==> src/rtl/cpu_defs.sv <==
// Shared pipeline definitions: default datapath width, write-back FSM
// states, load funct3 codes and the pending-load record.
package cpu_defs;

  localparam int unsigned DEFAULT_LEN = 32;
  localparam int unsigned RF_IDX_W    = 5;
  localparam int unsigned F3_W        = 3;

  typedef enum logic {
    IDLE      = 1'b0,
    WAIT_LOAD = 1'b1
  } wb_state_e;

  localparam logic [F3_W-1:0] F3_LB  = 3'b000;
  localparam logic [F3_W-1:0] F3_LH  = 3'b001;
  localparam logic [F3_W-1:0] F3_LW  = 3'b010;
  localparam logic [F3_W-1:0] F3_LBU = 3'b100;
  localparam logic [F3_W-1:0] F3_LHU = 3'b101;

  // Destination and width code of a load waiting for its data.
  typedef struct packed {
    logic [RF_IDX_W-1:0] rd;
    logic [F3_W-1:0]     funct3;
  } pend_load_t;

endpackage

==> src/rtl/load_ext.sv <==
// Load data extender: sign/zero-extends right-aligned load data by funct3.
// Ports: funct3 (load width/sign code), raw (right-aligned data),
//        ext_data_c (extended data, combinational).
module load_ext #(
  parameter int unsigned LEN = cpu_defs::DEFAULT_LEN
) (
  input  logic [2:0]     funct3,
  input  logic [LEN-1:0] raw,
  output logic [LEN-1:0] ext_data_c
);
  import cpu_defs::*;

  always_comb begin
    ext_data_c = raw;
    case (funct3)
      F3_LB:   ext_data_c = {{(LEN-8){raw[7]}}, raw[7:0]};
      F3_LH:   ext_data_c = {{(LEN-16){raw[15]}}, raw[15:0]};
      F3_LW:   ext_data_c = raw;
      F3_LBU:  ext_data_c = {{(LEN-8){1'b0}}, raw[7:0]};
      F3_LHU:  ext_data_c = {{(LEN-16){1'b0}}, raw[15:0]};
      default: ext_data_c = raw;
    endcase
  end

endmodule

==> src/rtl/wb_stage.sv <==
// Write-back stage: accepts retiring instructions, waits for load data,
// drives the register-file write port and counts retired instructions.
// Ports: clk, rst (async, active-low), rdy_in (global enable);
//        in_* instruction handshake from the memory stage, in_ready back;
//        mem_done/mem_rdata load return;
//        wb_flag/wb_rd/wb_data register-file write port (registered);
//        retire_cnt retired-instruction counter; busy = waiting on a load.
module wb_stage #(
  parameter int unsigned LEN     = cpu_defs::DEFAULT_LEN,
  parameter int unsigned CNT_LEN = 64
) (
  input  logic               clk,
  input  logic               rst,
  input  logic               rdy_in,
  input  logic               in_valid,
  output logic               in_ready,
  input  logic [4:0]         in_rd,
  input  logic [LEN-1:0]     in_result,
  input  logic               in_is_load,
  input  logic               in_no_wb,
  input  logic [2:0]         in_funct3,
  input  logic               mem_done,
  input  logic [LEN-1:0]     mem_rdata,
  output logic               wb_flag,
  output logic [4:0]         wb_rd,
  output logic [LEN-1:0]     wb_data,
  output logic [CNT_LEN-1:0] retire_cnt,
  output logic               busy
);
  import cpu_defs::*;

  wb_state_e          state_q, state_d;
  pend_load_t         pend_q, pend_d;
  logic               wb_flag_q, wb_flag_d;
  logic [4:0]         wb_rd_q, wb_rd_d;
  logic [LEN-1:0]     wb_data_q, wb_data_d;
  logic [CNT_LEN-1:0] retire_cnt_q, retire_cnt_d;
  logic [LEN-1:0]     load_data_c;

  load_ext #(.LEN(LEN)) u_load_ext (
    .funct3     (pend_q.funct3),
    .raw        (mem_rdata),
    .ext_data_c (load_data_c)
  );

  assign in_ready   = rst && rdy_in && (state_q == IDLE);
  assign busy       = (state_q != IDLE);
  assign wb_flag    = wb_flag_q;
  assign wb_rd      = wb_rd_q;
  assign wb_data    = wb_data_q;
  assign retire_cnt = retire_cnt_q;

  // Next-state and write-port logic; everything holds while rdy_in is low.
  always_comb begin
    state_d      = state_q;
    pend_d       = pend_q;
    wb_flag_d    = wb_flag_q;
    wb_rd_d      = wb_rd_q;
    wb_data_d    = wb_data_q;
    retire_cnt_d = retire_cnt_q;
    if (rdy_in) begin
      // wb_flag is a one-cycle pulse per writing instruction.
      wb_flag_d = 1'b0;
      case (state_q)
        IDLE: begin
          if (in_valid && in_ready) begin
            if (in_no_wb) begin
              retire_cnt_d = retire_cnt_q + CNT_LEN'(1);
            end else if (!in_is_load) begin
              wb_flag_d    = (in_rd != 5'd0);
              wb_rd_d      = in_rd;
              wb_data_d    = in_result;
              retire_cnt_d = retire_cnt_q + CNT_LEN'(1);
            end else begin
              pend_d.rd     = in_rd;
              pend_d.funct3 = in_funct3;
              state_d       = WAIT_LOAD;
            end
          end
        end
        WAIT_LOAD: begin
          if (mem_done) begin
            wb_flag_d    = (pend_q.rd != 5'd0);
            wb_rd_d      = pend_q.rd;
            wb_data_d    = load_data_c;
            retire_cnt_d = retire_cnt_q + CNT_LEN'(1);
            state_d      = IDLE;
          end
        end
      endcase
    end
  end

  // State and output registers; reset discards any pending load.
  always_ff @(posedge clk or negedge rst) begin
    if (!rst) begin
      state_q      <= IDLE;
      pend_q       <= '0;
      wb_flag_q    <= 1'b0;
      wb_rd_q      <= 5'd0;
      wb_data_q    <= '0;
      retire_cnt_q <= '0;
    end else begin
      state_q      <= state_d;
      pend_q       <= pend_d;
      wb_flag_q    <= wb_flag_d;
      wb_rd_q      <= wb_rd_d;
      wb_data_q    <= wb_data_d;
      retire_cnt_q <= retire_cnt_d;
    end
  end

endmodule

==> config.mk <==
export PLATFORM = sky130hd
export DESIGN_NAME = wb_stage
export DESIGN_NICKNAME = d
export VERILOG_FILES = /design/src/rtl/cpu_defs.sv /design/src/rtl/load_ext.sv /design/src/rtl/wb_stage.sv
export SDC_FILE = /design/constraint.sdc
export NUM_CORES = 1
export LEC_CHECK = 0
export CORE_ASPECT_RATIO = 0.5
export CORE_UTILIZATION = 47
export CTS_BUF_LIST = sky130_fd_sc_hd__clkbuf_4 sky130_fd_sc_hd__clkbuf_8
export CTS_CLUSTER_SIZE = 20
export DETAILED_ROUTE_END_ITERATION = 10
export PLACE_DENSITY = 0.87
export SLEW_MARGIN = 20
export SYNTH_ARGS = -nofsm -noshare
export SYNTH_HDL_FRONTEND = slang
export SYNTH_SLANG_ARGS = --single-unit
==> constraint.sdc <==
create_clock -name clk -period 2.26 [get_ports clk]
set_input_delay 0.452 -clock clk [delete_from_list [all_inputs] [get_ports clk]]
set_output_delay 0.452 -clock clk [all_outputs]
set_load 0.01 [all_outputs]
After elaboration in Yosys (flattened, before gate mapping)
Index checks and enable logic that the tools add are counted.
Operators by class
  $add $sub $neg: 1
  equal/unequal tests: 8
  mux-type cells: 26
  bitwise operators: 2
  reduce and logical (&&, ||, !) cells: 9
Operators by type and width (number)
  $mux 64: 4
  $mux 32: 4
  $pmux 32 s4: 1
  $pmux 64 s2: 1
  $add 64x1->64 const B: 1
  $pmux 32 s2: 1
  $mux 5: 4
  $pmux 5 s2: 1
  $reduce_and 5->1: 2
  $reduce_bool 5->1: 2
  $mux 1: 8
  $eq 3x3->1 const B: 2
  $ne 2x2->1 const B: 3
  $pmux 1 s2: 2
  $reduce_and 4->1: 1
  $eq 3x1->1 const B: 1
  $logic_and 1x1->1: 3
  $logic_not 3->1: 1
  $ne 3x3->1 const B: 1
  $ne 2x1->1 const B: 1
  $not 1->1: 2
Word-level totals
  bits in registers: 111
  input bits: 79
  output and inout port bits: 104
  logic and storage cells: 53

Logic depth before layout (Yosys ltp)
  depth in word-level cells: 5
  mapped depth: 8
  depth with buffers taken out: 6

By module
A second synthesis with hierarchy kept.
Second synthesis, totals
  cell total of the unflattened synthesis: 560
  area, all modules: 5718.0 um^2
Modules (own cells, without submodules)
  wb_stage: times used 1, cells an instance 493, area an instance 5362.6 um^2, seq. area each 2777.7 um^2
  load_ext: times used 1, cells an instance 67, area an instance 355.3 um^2, seq. area each 0.0 um^2

Worst setup path after synthesis
Ideal clock, no wire load.
  kind: input-to-reg
  from: input port rdy_in
  to: register wb_data_q[19], in the netlist wb_data[19]
  setup time: 0.135 ns
  data arrival time: 1.619 ns
  required time: 2.125 ns
  path slack: 0.507 ns
  cell stages on the path: 7
  path buffers: 3
  path through: buf_2 > nand4b_4 > nor3_1 > o21ai_0 > clkbuf_1 > clkbuf_1 > o31ai_1
Between the ends
  longest elaborated chain between the ends: 5
RTL lines
  from (decl): RTL line wb_stage.sv:14  | input logic rdy_in,
  $logic_and 1x1->1 (2 in a row): RTL line wb_stage.sv:46  | assign in_ready = rst && rdy_in && (state_q == IDLE);
  $logic_and 1x1->1: RTL line wb_stage.sv:66  | if (in_valid && in_ready) begin
  $ne 2x1->1 (no line)
  $reduce_and 5->1 (no line) *
  to (signal assigned): RTL line wb_stage.sv:108  | wb_data_q <= wb_data_d;
  to (decl): RTL line wb_stage.sv:36  | logic [LEN-1:0] wb_data_q, wb_data_d;
Mark *: on every way between the ends. The rest lies on a longest branch, timed or not.
A chain may end at the register's enable or synchronous reset.

Worst setup path after layout
  from: register state_q, in the netlist busy
  to: output port busy
RTL lines
  from (decl): RTL line wb_stage.sv:32  | wb_state_e state_q, state_d;
  from (signal assigned): RTL line wb_stage.sv:104  | state_q <= state_d;
  to (decl): RTL line wb_stage.sv:28  | output logic busy
No word-level cell between the ends.

==> metrics.txt <==
# TYPE chip_impl_metric gauge
chip_impl_metric{name="synthCells",unit=""} 525
chip_impl_metric{name="drt_first_iter_violations",unit=""} 211
chip_impl_metric{name="number_of_nets_in_the_synthesized_netlist",unit=""} 605
chip_impl_metric{name="power.density_cell_area",unit="nW/um2"} 657
chip_impl_metric{name="reg2reg_setup_slack",unit="ns"} 0.17
chip_impl_metric{name="clock-skew-final",unit="ns"} 0.0249
chip_impl_metric{name="synth_area",unit="um2"} 5380
chip_impl_metric{name="total_leakage_power",unit="nW"} 3.35
chip_impl_metric{name="first_pass_iters",unit=""} 4
chip_impl_metric{name="numCtsBuffers",unit=""} 9
chip_impl_metric{name="drc",unit=""} 0
chip_impl_metric{name="drt.antenna.violating_nets",unit=""} 0
chip_impl_metric{name="finalHoldWorstSlack",unit="ns"} 0.183
chip_impl_info{name="hp-class",value="in2async"} 1
chip_impl_metric{name="worstMarginPinSlew",unit="ns"} 0.586
chip_impl_metric{name="cts_num_sinks",unit=""} 111
chip_impl_metric{name="htree_num_levels",unit=""} 3
chip_impl_metric{name="drt-vias-per-instance",unit=""} 5.44
chip_impl_metric{name="floorplan.rows",unit=""} 27
chip_impl_metric{name="io_pins",unit=""} 183
chip_impl_metric{name="cp_max_fo",unit=""} 26
chip_impl_metric{name="syn-mean-instance-area",unit="um2"} 10.3
chip_impl_metric{name="clk-insertion-delay-late",unit="ns"} 0.39
chip_impl_metric{name="grt_antenna_before_repair",unit=""} 0
chip_impl_metric{name="area_growth",unit="%"} 44.6
chip_impl_metric{name="ys_ff_latch",unit=""} 111
chip_impl_metric{name="grt_start_max_net_pins",unit=""} 109
chip_impl_metric{name="maximum_ir_drop_on_the_vdd_rail",unit="mV"} 0.402
chip_impl_metric{name="route.vias.total",unit=""} 4771
chip_impl_metric{name="setup_viol",unit=""} 0
chip_impl_info{name="crit_path_end_kind",value="output port"} 1
chip_impl_metric{name="antenna-diode-count",unit=""} 0
chip_impl_metric{name="floorplan.initialDensity",unit="%"} 48.6
chip_impl_info{name="clock_tree.root_cell",value="sky130_fd_sc_hd__clkbuf_8"} 1
chip_impl_metric{name="timing.slew.headroom",unit="%"} 60.9
chip_impl_metric{name="final_min_period_over_clock_period",unit="%"} 94.7
chip_impl_metric{name="gp_congestion",unit=""} 0.754
chip_impl_metric{name="finalWorstPathRequiredPeriod",unit="ns"} 2.14
chip_impl_metric{name="clock_path_buffers",unit=""} 2
chip_impl_info{name="rsz_0062_raised_after_global_routing",value="false"} 1
chip_impl_info{name="r2r-start",value="retire_cnt[5]$_DFFE_PN0P_"} 1
chip_impl_metric{name="yosysUniqueCellTypes",unit=""} 42
chip_impl_metric{name="ys_seq_area_share",unit="%"} 51.6
chip_impl_metric{name="drt_wl_total",unit="um"} 14400
chip_impl_info{name="critical_setup_path_class",value="reg2out"} 1
chip_impl_metric{name="count_of_cells_along_the_worst_register_to_register_path",unit=""} 5
chip_impl_metric{name="wire_length_of_the_first_global_routing_pass",unit="um"} 23600
chip_impl_metric{name="grt.total_usage",unit="%"} 25.0
chip_impl_info{name="regToRegEndpoint",value="retire_cnt[49]$_DFFE_PN0P_"} 1
chip_impl_metric{name="wl_per_cell",unit="um"} 16.5
chip_impl_metric{name="final-hold-violation-count",unit=""} 0
chip_impl_info{name="tritoncts",value="done"} 1
chip_impl_metric{name="fmax",unit="MHz"} 467
chip_impl_metric{name="drive_above_1_share",unit="%"} 10.8
chip_impl_metric{name="setup_total_negative_slack",unit="ns"} 0
chip_impl_metric{name="critPathRequiredTime",unit="ns"} 1.81
chip_impl_info{name="startpoint_type",value="flip-flop"} 1
chip_impl_metric{name="maxCapViolations",unit=""} 0
chip_impl_metric{name="place.detailed.hpwl",unit="um"} 10500
chip_impl_metric{name="fp.dieW",unit="um"} 153
chip_impl_metric{name="dieArea",unit="um2"} 11900
chip_impl_info{name="run_status",value="finished clean"} 1
chip_impl_metric{name="synth-warning-count",unit=""} 0
chip_impl_metric{name="nets",unit=""} 807
chip_impl_metric{name="core",unit="um2"} 11100
chip_impl_metric{name="clk_transition_reported_paths",unit="ns"} 0.13
chip_impl_metric{name="grt-ovfl-total",unit=""} 0
chip_impl_metric{name="timing.final.max_slew_violations",unit=""} 0
chip_impl_metric{name="crit_arrival",unit="ns"} 1.69
chip_impl_metric{name="post-route-util",unit="%"} 70.2
chip_impl_metric{name="floorplan.die.height",unit="um"} 77.7
chip_impl_metric{name="first_global_vias",unit=""} 4806
chip_impl_metric{name="port-buffer-count",unit=""} 182
[flip-flops by register name (all words and copies together), names as in the netlist]
name	flops
pend_q	8
wb_rd	5
wb_flag	1
busy	1
wb_data	32
retire_cnt	64
[metal layers]
metal  share of wire (%)  up-vias  global-route usage, %
met2                  51      150                   43.9
met3                 4.4       26                   5.53
met1                  42     2357                   30.9
met5                   0        -                      0
met4                 2.1        0                   7.70
li1                    -     2238                      -
[final cells by class]
cell class	instances	area (um2)
Fill cell	834	3300
Clock inverter	7	66.3
Timing Repair Buffer	213	2090
Tap cell	145	181
Sequential cell	111	2780
Multi-Input combinational cell	378	2480
Clock buffer	9	124
Inverter	14	52.6
[Yosys cell counts (all sizes together)]
cell / instances / area share (%)
nor3: 23 / 2.3
nand3b: 8 / 1.1
o21ai: 40 / 3.7
nand3: 18 / 2.0
nor4b: 1 / 0.16
a21o: 1 / 0.14
dfrtp: 111 / 52
buf: 5 / 0.49
and3b: 1 / 0.16
and3: 3 / 0.35
inv: 14 / 0.98
nor4: 14 / 3.0
nor2: 38 / 2.6
or4: 2 / 0.28
clkbuf: 17 / 1.2
mux2i: 14 / 2.6
o2bb2ai: 1 / 0.16
and2: 5 / 0.58
xnor2: 32 / 5.2
nand2: 65 / 4.5
o31ai: 18 / 2.8
nand4: 30 / 4.0
ha: 1 / 0.23
nand2b: 1 / 0.12
a21oi: 16 / 1.5
nor2b: 1 / 0.12
xor2: 31 / 5.0
and4: 2 / 0.33
nor3b: 1 / 0.23
a31oi: 1 / 0.12
nand4b: 1 / 0.44
mux2: 9 / 1.9
[worst max-delay path, stage by stage, from the launching register on]
cell                              delay, ns
sky130_fd_sc_hd__dfrtp_2               0.47
sky130_fd_sc_hd__buf_6                 0.26
sky130_fd_sc_hd__clkdlybuf4s50_1       0.58
[what timing repair did]
action / 4_1_cts / 5_1_grt
hold endpoints to repair: 3 / 0
hold buffers: 1 / 0
setup endpoints to repair: 1 / 5
gates resized for setup: 1 / 2
setup buffers: 0 / 0
[report_power, final]
part	switching [mW]	internal, mW
clock network	0.746	0.436
logic	0.603	0.809
registers	0.232	2.29
total	1.58	3.53
[layout by cell type, fill, tap and decap left out, types with 4 or more instances in the layout]
| cell type | instances |
|---|---|
| sky130_fd_sc_hd__nand3_1 | 16 |
| sky130_fd_sc_hd__nand3b_1 | 8 |
| sky130_fd_sc_hd__nor3_1 | 21 |
| sky130_fd_sc_hd__xor2_1 | 31 |
| sky130_fd_sc_hd__nand4_2 | 4 |
| sky130_fd_sc_hd__a21oi_1 | 16 |
| sky130_fd_sc_hd__mux2_2 | 9 |
| sky130_fd_sc_hd__dfrtp_1 | 110 |
| sky130_fd_sc_hd__nor4_1 | 6 |
| sky130_fd_sc_hd__o21ai_0 | 39 |
| sky130_fd_sc_hd__inv_6 | 4 |
| sky130_fd_sc_hd__o31ai_1 | 16 |
| sky130_fd_sc_hd__buf_4 | 27 |
| sky130_fd_sc_hd__and2_1 | 5 |
| sky130_fd_sc_hd__nand2_1 | 65 |
| sky130_fd_sc_hd__clkdlybuf4s50_1 | 180 |
| sky130_fd_sc_hd__mux2i_1 | 14 |
| sky130_fd_sc_hd__inv_1 | 14 |
| sky130_fd_sc_hd__clkbuf_8 | 9 |
| sky130_fd_sc_hd__nor4_2 | 5 |
| sky130_fd_sc_hd__nand4_1 | 26 |
| sky130_fd_sc_hd__xnor2_1 | 32 |
| sky130_fd_sc_hd__nor2_1 | 38 |
[worst max path at each step]
stage	start	to	cells after the start
floorplan	rdy_in	wb_data[19]$_DFFE_PN0P_	7
global placement	rdy_in	retire_cnt[61]$_DFFE_PN0P_	6
detailed placement	rdy_in	retire_cnt[61]$_DFFE_PN0P_	6
CTS	rdy_in	retire_cnt[49]$_DFFE_PN0P_	6
global route	busy$_DFFE_PN0P_	busy	2
finish	busy$_DFFE_PN0P_	busy	2
[per-stage QoR]
stage          worst slack, ns  area [um2]  power [mW]  cells
6_report                 0.119        7780        5.11    877
5_1_grt                 0.0286        7780        5.38    877
4_1_cts                0.00489        7770        5.17    877
3_5_place_dp            -0.315        7570        3.98    860
3_3_place_gp            -0.263        7570        3.92    860
2_1_floorplan            0.507        5380        3.06    525
[cell families (layout without fill, tap and decap cells)]
logic type,count (synthesis),count (layout),share of synthesized area [%]
AOI/OAI and AO/OA,77,77,8.39
xor gates and xnor gates,63,63,10.2
adders and majority gates,1,1,0.232
buffers and inverters,36,243,2.67
DFF,111,111,51.6
muxes,23,23,4.49
and+or+nand+nor,214,214,22.4
(Power assumes the default switching activity.)
